### src/rtl/csr_access_ctrl.sv
// csr_access_ctrl: sequences CSRRW/CSRRS/CSRRC accesses from EX against trap
// entry and MRET. It holds the machine CSRs and the 64-bit cycle/instret
// counters. Every request goes through IDLE -> ACCESS -> RESP, and a response
// follows two cycles after acceptance.
//
// Optional feature: define CSR_HI_SNAPSHOT_EN to make a read of a counter's
// low word latch that counter's high word into a shadow register. Reads of
// 0xC80/0xC82 then return the shadow, which gives a tear-free lo-then-hi
// sequence. Without the macro, the high-word reads return live bits.
//
// state   | meaning
// --------+------------------------------------------------------------
// S_IDLE  | ready; trap/mret are taken here, otherwise a request is accepted
// S_ACCESS| read-modify-write of the captured CSR, result registered
// S_RESP  | rsp_valid pulse with the registered old value / error
module csr_access_ctrl #(
  parameter int unsigned      XLEN      = 32,
  parameter int unsigned      CNT_W     = 64,
  parameter logic [XLEN-1:0]  MTVEC_RST = 32'h0000_0000
) (
  input  logic            clk,
  input  logic            rst,
  input  logic            req_valid,
  output logic            req_ready,
  input  logic [1:0]      req_op,
  input  logic [11:0]     req_addr,
  input  logic [XLEN-1:0] req_wdata,
  output logic            rsp_valid,
  output logic [XLEN-1:0] rsp_rdata,
  output logic            rsp_err,
  input  logic            trap_valid,
  input  logic [XLEN-1:0] trap_pc,
  input  logic [XLEN-1:0] trap_cause,
  output logic            trap_ready,
  input  logic            mret_valid,
  input  logic            retire,
  output logic [XLEN-1:0] mtvec_o,
  output logic [XLEN-1:0] mepc_o,
  output logic            mie_o
);

  typedef enum logic [1:0] {S_IDLE, S_ACCESS, S_RESP} state_e;

  localparam logic [1:0] OP_RW = 2'b01;
  localparam logic [1:0] OP_RS = 2'b10;
  localparam logic [1:0] OP_RC = 2'b11;

  state_e           state_q, state_d;
  logic [1:0]       op_q;
  logic [11:0]      addr_q;
  logic [XLEN-1:0]  wdata_q, rdata_q;
  logic             err_q;
  logic             mie_q, mie_d, mpie_q, mpie_d;
  logic [XLEN-1:0]  mtvec_q, mtvec_d, mscratch_q, mscratch_d;
  logic [XLEN-1:0]  mepc_q, mepc_d, mcause_q, mcause_d;
  logic [CNT_W-1:0] cycle_q, instret_q;
  logic             trap_take, mret_take, req_take;
  logic [XLEN-1:0]  old_val, new_val;
  logic             mapped, read_only, wr_intent, acc_err, acc_we;

`ifdef CSR_HI_SNAPSHOT_EN
  logic [XLEN-1:0]  cycle_hi_sh_q, instret_hi_sh_q;
`endif

  // State register.
  always_ff @(posedge clk) begin
    if (rst) state_q <= S_IDLE;
    else     state_q <= state_d;
  end

  // Next state and handshakes. In IDLE the priority is trap > mret > request.
  always_comb begin
    state_d    = state_q;
    req_ready  = 1'b0;
    trap_ready = 1'b0;
    trap_take  = 1'b0;
    mret_take  = 1'b0;
    case (state_q)
      S_IDLE: begin
        if (trap_valid) begin
          trap_ready = 1'b1;
          trap_take  = 1'b1;
        end else if (mret_valid) begin
          mret_take = 1'b1;
        end else begin
          req_ready = 1'b1;
          if (req_valid) state_d = S_ACCESS;
        end
      end
      S_ACCESS: state_d = S_RESP;
      S_RESP:   state_d = S_IDLE;
      default:  state_d = S_IDLE;
    endcase
    if (rst) begin
      state_d    = S_IDLE;
      req_ready  = 1'b0;
      trap_ready = 1'b0;
      trap_take  = 1'b0;
      mret_take  = 1'b0;
    end
  end

  assign req_take = req_ready & req_valid;

  // Address decode, old-value read and modify for the captured request.
  always_comb begin
    old_val   = '0;
    mapped    = 1'b1;
    read_only = 1'b0;
    case (addr_q)
      12'h300: begin
        old_val[3] = mie_q;
        old_val[7] = mpie_q;
      end
      12'h305: old_val = mtvec_q;
      12'h340: old_val = mscratch_q;
      12'h341: old_val = mepc_q;
      12'h342: old_val = mcause_q;
      12'hC00: begin
        old_val   = cycle_q[XLEN-1:0];
        read_only = 1'b1;
      end
      12'hC02: begin
        old_val   = instret_q[XLEN-1:0];
        read_only = 1'b1;
      end
      12'hC80: begin
`ifdef CSR_HI_SNAPSHOT_EN
        old_val   = cycle_hi_sh_q;
`else
        old_val   = cycle_q[CNT_W-1:XLEN];
`endif
        read_only = 1'b1;
      end
      12'hC82: begin
`ifdef CSR_HI_SNAPSHOT_EN
        old_val   = instret_hi_sh_q;
`else
        old_val   = instret_q[CNT_W-1:XLEN];
`endif
        read_only = 1'b1;
      end
      default: mapped = 1'b0;
    endcase
    new_val = wdata_q;
    case (op_q)
      OP_RS:   new_val = old_val | wdata_q;
      OP_RC:   new_val = old_val & ~wdata_q;
      default: new_val = wdata_q;
    endcase
    // Set/clear with a zero operand is a pure read, so it is legal on RO CSRs.
    wr_intent = (op_q == OP_RW) || (wdata_q != '0);
    acc_err   = !mapped || (op_q == 2'b00) || (read_only && wr_intent);
    acc_we    = (state_q == S_ACCESS) && !acc_err && wr_intent;
  end

  // Architectural CSR next state: trap/mret updates, then CSR writes.
  always_comb begin
    mie_d      = mie_q;
    mpie_d     = mpie_q;
    mtvec_d    = mtvec_q;
    mscratch_d = mscratch_q;
    mepc_d     = mepc_q;
    mcause_d   = mcause_q;
    if (trap_take) begin
      mepc_d   = trap_pc & ~XLEN'(1);
      mcause_d = trap_cause;
      mpie_d   = mie_q;
      mie_d    = 1'b0;
    end else if (mret_take) begin
      mie_d  = mpie_q;
      mpie_d = 1'b1;
    end
    if (acc_we) begin
      case (addr_q)
        12'h300: begin
          mie_d  = new_val[3];
          mpie_d = new_val[7];
        end
        12'h305: mtvec_d    = new_val & ~XLEN'(3);
        12'h340: mscratch_d = new_val;
        12'h341: mepc_d     = new_val & ~XLEN'(1);
        12'h342: mcause_d   = new_val;
        default: ;
      endcase
    end
  end

  // Request capture, response registers, CSRs and free-running counters.
  always_ff @(posedge clk) begin
    if (rst) begin
      op_q       <= '0;
      addr_q     <= '0;
      wdata_q    <= '0;
      rdata_q    <= '0;
      err_q      <= 1'b0;
      mie_q      <= 1'b0;
      mpie_q     <= 1'b0;
      mtvec_q    <= MTVEC_RST;
      mscratch_q <= '0;
      mepc_q     <= '0;
      mcause_q   <= '0;
      cycle_q    <= '0;
      instret_q  <= '0;
    end else begin
      if (req_take) begin
        op_q    <= req_op;
        addr_q  <= req_addr;
        wdata_q <= req_wdata;
      end
      if (state_q == S_ACCESS) begin
        rdata_q <= acc_err ? '0 : old_val;
        err_q   <= acc_err;
      end
      mie_q      <= mie_d;
      mpie_q     <= mpie_d;
      mtvec_q    <= mtvec_d;
      mscratch_q <= mscratch_d;
      mepc_q     <= mepc_d;
      mcause_q   <= mcause_d;
      cycle_q    <= cycle_q + CNT_W'(1);
      instret_q  <= instret_q + CNT_W'(retire);
    end
  end

`ifdef CSR_HI_SNAPSHOT_EN
  // A successful low-word read latches the high word that belongs with it.
  always_ff @(posedge clk) begin
    if (rst) begin
      cycle_hi_sh_q   <= '0;
      instret_hi_sh_q <= '0;
    end else if ((state_q == S_ACCESS) && !acc_err) begin
      if (addr_q == 12'hC00) cycle_hi_sh_q   <= cycle_q[CNT_W-1:XLEN];
      if (addr_q == 12'hC02) instret_hi_sh_q <= instret_q[CNT_W-1:XLEN];
    end
  end
`endif

  assign rsp_valid = (state_q == S_RESP) && !rst;
  assign rsp_rdata = rsp_valid ? rdata_q : '0;
  assign rsp_err   = rsp_valid && err_q;
  assign mtvec_o   = mtvec_q;
  assign mepc_o    = mepc_q;
  assign mie_o     = mie_q;

endmodule

### config.mk
export PLATFORM = sky130hd
export DESIGN_NAME = csr_access_ctrl
export DESIGN_NICKNAME = d
export VERILOG_FILES = /design/src/rtl/csr_access_ctrl.sv
export SDC_FILE = /design/constraint.sdc
export NUM_CORES = 1
export LEC_CHECK = 0
export ABC_CLOCK_PERIOD_IN_PS = 4200
export BUFFER_PORTS_ARGS = -buffer_cell sky130_fd_sc_hd__buf_2
export CORE_ASPECT_RATIO = 0.6
export CORE_UTILIZATION = 30
export CTS_CLUSTER_DIAMETER = 80
export DETAILED_ROUTE_END_ITERATION = 10
export GPL_ROUTABILITY_DRIVEN = 0
export HOLD_SLACK_MARGIN = 0.12
export PLACE_DENSITY = 0.5
export SYNTH_ARGS = -nofsm -noshare
export SYNTH_HDL_FRONTEND = slang
export SYNTH_SLANG_ARGS = --single-unit
### constraint.sdc
create_clock -name clk -period 4.2 [get_ports clk]
set_input_delay 0.21 -clock clk [delete_from_list [all_inputs] [get_ports clk]]
set_output_delay 0.21 -clock clk [all_outputs]
set_load 0.02 [all_outputs]
==> metrics.txt <==
Max-cap violations=0; critical path cell sequence=nor4_2 > and3_1 > a2bb2oi_1 > o211a_1 > o31a_1 > o22ai_1; Synth Instances=approximately 2000; max_slew headroom=0.2210; vias in the first global route=14880; core footprint=54090 sq um; drt first pass iters=8; Tightest Pin Transition=1168 ps; Die Y=183.2 um; register area=slightly below 7000 sq um; met3 GRT Util=0.08412; R2R depth=6; met2 GRT Util=0.3195; post-synthesis mux area share=0.08121; ys async rst share=0; main combinational cell family by area after synthesis=simple AND/OR/NAND/NOR gates; post-route setup TNS=0 ps; nets@finish=~2300; Synth cell types=between 80 and 90; most common cell in the netlist=dfxtp_1; n_diodes=0; Hold WC Path Type=in -> reg; H-tree depth=2; Adder-Cell Fraction of Synth Area=0.002285; Mapped Area=roughly 16000 sq um; Setup Slack @ Placement=993.4 ps; initial antenna violation count=0; TritonCTS Buffers=34; unrepaired setup endpoints after global routing=no; Achievable Freq=about 290 MHz; GRT overflow=0; largest net degree at the start of global routing=97; Synth-to-Final Area Change=24.64%; leakage power=7.137 nW; CTS max path bufs=3; Initial Util=0.3037; Clock Sink Count=approximately 340; sequential cell area fraction in the yosys report=0.4108; Max Fanout on Critical Path=18; CTS tree=done; Crit. End Element=flop; Final WS setup=about 800 ps; Routed WL=between 70000 and 80000 um; total track usage=0.2478; required time worst endpoint=around 4700 ps; I/O Pins=roughly 220; Reg clk slew, reported paths=roughly 70 ps; Max rail drop VDD=about 200 uV; GRT met1 Usage=0.3811; vias=roughly 17000; Final Hold Fails=0; Yosys reg bits=about 340; fill count=around 5500; post-route cell area=20470 sq um; DRC=0; Synth area leader=dfxtp_1; WP data arrival=3850 ps; fraction of layout cells with a size suffix above 1=0.1637; Clock Latency Late Sink=between 500 and 600 ps; synthesized area per cell=about 8.5 sq um; Max Slew Vio Count=0; Syn. warnings=0; Synth top cells by count=337 x dfxtp_1, 264 x nand2_1, 185 x nor2_1; Synth Area in XOR/XNOR=0.05866; CP max stage cell=and3_1; vias per std cell=about 5.6; Worst Skew=between 10 and 15 ps; crit path time final=around 3400 ps; first-pass GRT wire length=roughly 100000 um; total die area=about 56000 sq um; Compound-Gate Fraction of Synth Area=0.1598; EDFF count, synth=0; PD cells=roughly 340 nW/um^2; Final period util=0.8100; CP Launch Type=flop; detailed placement HPWL=53250 um; Root Driver=clkbuf_16; Core Rows=66; outcome=finished, final reports clean; final setup vio count=0; top post-synthesis cells by area=dfxtp_1 41%, mux2i_1 6.9%, nand2_1 6.0%, nor2_1 4.2%, xnor2_1 3.3%; largest stage delay on the critical path=1070 ps; Synth Flop Type=dfxtp_1; gr busiest metal=met1; Hold Path Depth=2; DR WL/cell=about 24 um; Die Span X=304.1 um; Multi-input gate area=about 9100 sq um; overall power=6.910 mW; Synth top area share=0.4108; DP Area=between 15000 and 20000 sq um; Worst Setup Path Type=reg -> reg; Routed Antenna Nets=0; 1st-iter DRT viols=2210; I/O Buffers=between 200 and 250; simple-gate share of the synthesized area=0.2490
[logic make-up after synthesis]
logic type                 Yosys count
AOI/OAI and AO/OA                  403
xor gates and xnor gates           110
adders and majority gates            3
buffers and inverters              150
DFF                                337
muxes                              131
other                                1
and+or+nand+nor                    808
[layout make-up]
class | count | share of cell area
flip-flops and latches | 337 | 0.3297
clock inverters | 7 | 0.003301
multi-input cells | 1457 | 0.4454
clock buffers | 49 | 0.05085
well taps | 714 | 0.04364
repair buffers | 368 | 0.1238
inverters | 18 | 0.003301
[metrics by stage]
step                      hold WS [ps]  utilization  cells
final                            132.9       0.3785   2950
after global routing             175.9       0.3785   2950
after CTS                        137.1       0.3785   2950
after detailed placement         437.7       0.3378   2785
after global placement           431.8       0.3378   2785
after floorplan                  346.0            -   1944
[sequential cells by signal, indices dropped and copies added, names as in the netlist]
signal and cells:
cycle_q 64, instret_q 64, mcause_q 32, mepc_o 32, mscratch_q 32, rdata_q 32, wdata_q 32, mtvec_o 30
addr_q 12, op_q 2, state_q 2, err_q 1, mie_o 1, mpie_q 1
[critical path, delay by kind of cell (launching register included)]
kind / cells / cell delay (ps)
and+or+nand+nor: 2 / 1890
DFF: 1 / 410
AOI/OAI and AO/OA: 4 / 1020
[cell usage in the layout, fill, tap and decap left out, drive strengths merged, types with 17 or more instances in the layout]
cell,instances
dfxtp,337
nand2,264
buf,259
nor2,186
mux2i,113
dlygate4sd3,109
o21ai,94
a21oi,81
o22ai,79
nand3,68
xnor2,61
nand4,53
xor2,49
clkbuf,49
nor4,43
and2,42
nor3,40
a2bb2oi,21
a211oi,20
inv,19
or3,19
mux2,18
and3,18
and4,18
nand2b,17
[power breakdown]
| part | internal, mW | leakage, nW | switching (mW) |
|---|---|---|---|
| clock | 1.78 | 0.551 | 1.34 |
| combinational | 0.214 | 3.86 | 0.270 |
| sequential | 3.24 | 2.73 | 0.0611 |
[final timing paths]
| kind | startpoint | to | slack [ps] |
|---|---|---|---|
| worst max-delay path | addr_q[4]$_SDFFE_PP0P_ | mcause_q[18]$_SDFF_PP0_ | 800 |
| worst min-delay path | rst | wdata_q[21]$_SDFFE_PP0P_ | 130 |
| worst max register to register | addr_q[4]$_SDFFE_PP0P_ | mcause_q[18]$_SDFF_PP0_ | 800 |
| worst min register to register | rdata_q[27]$_SDFFE_PP0N_ | rdata_q[27]$_SDFFE_PP0N_ | 450 |
[timing repair]
action	in CTS	in global routing
gates resized for setup	0	0
hold endpoints to repair	109	0
buffers inserted	0	0
hold buffers	109	0
[layer usage]
layer  part of all wire  up-vias  routed length [um]
met4              0.021        0                1513
met3               0.13       98                9415
met5                  0        -                   0
li1                   -     7578                   -
met1               0.48     8041               34260
met2               0.37      907               26640
Power figures use the tool's default switching activity.
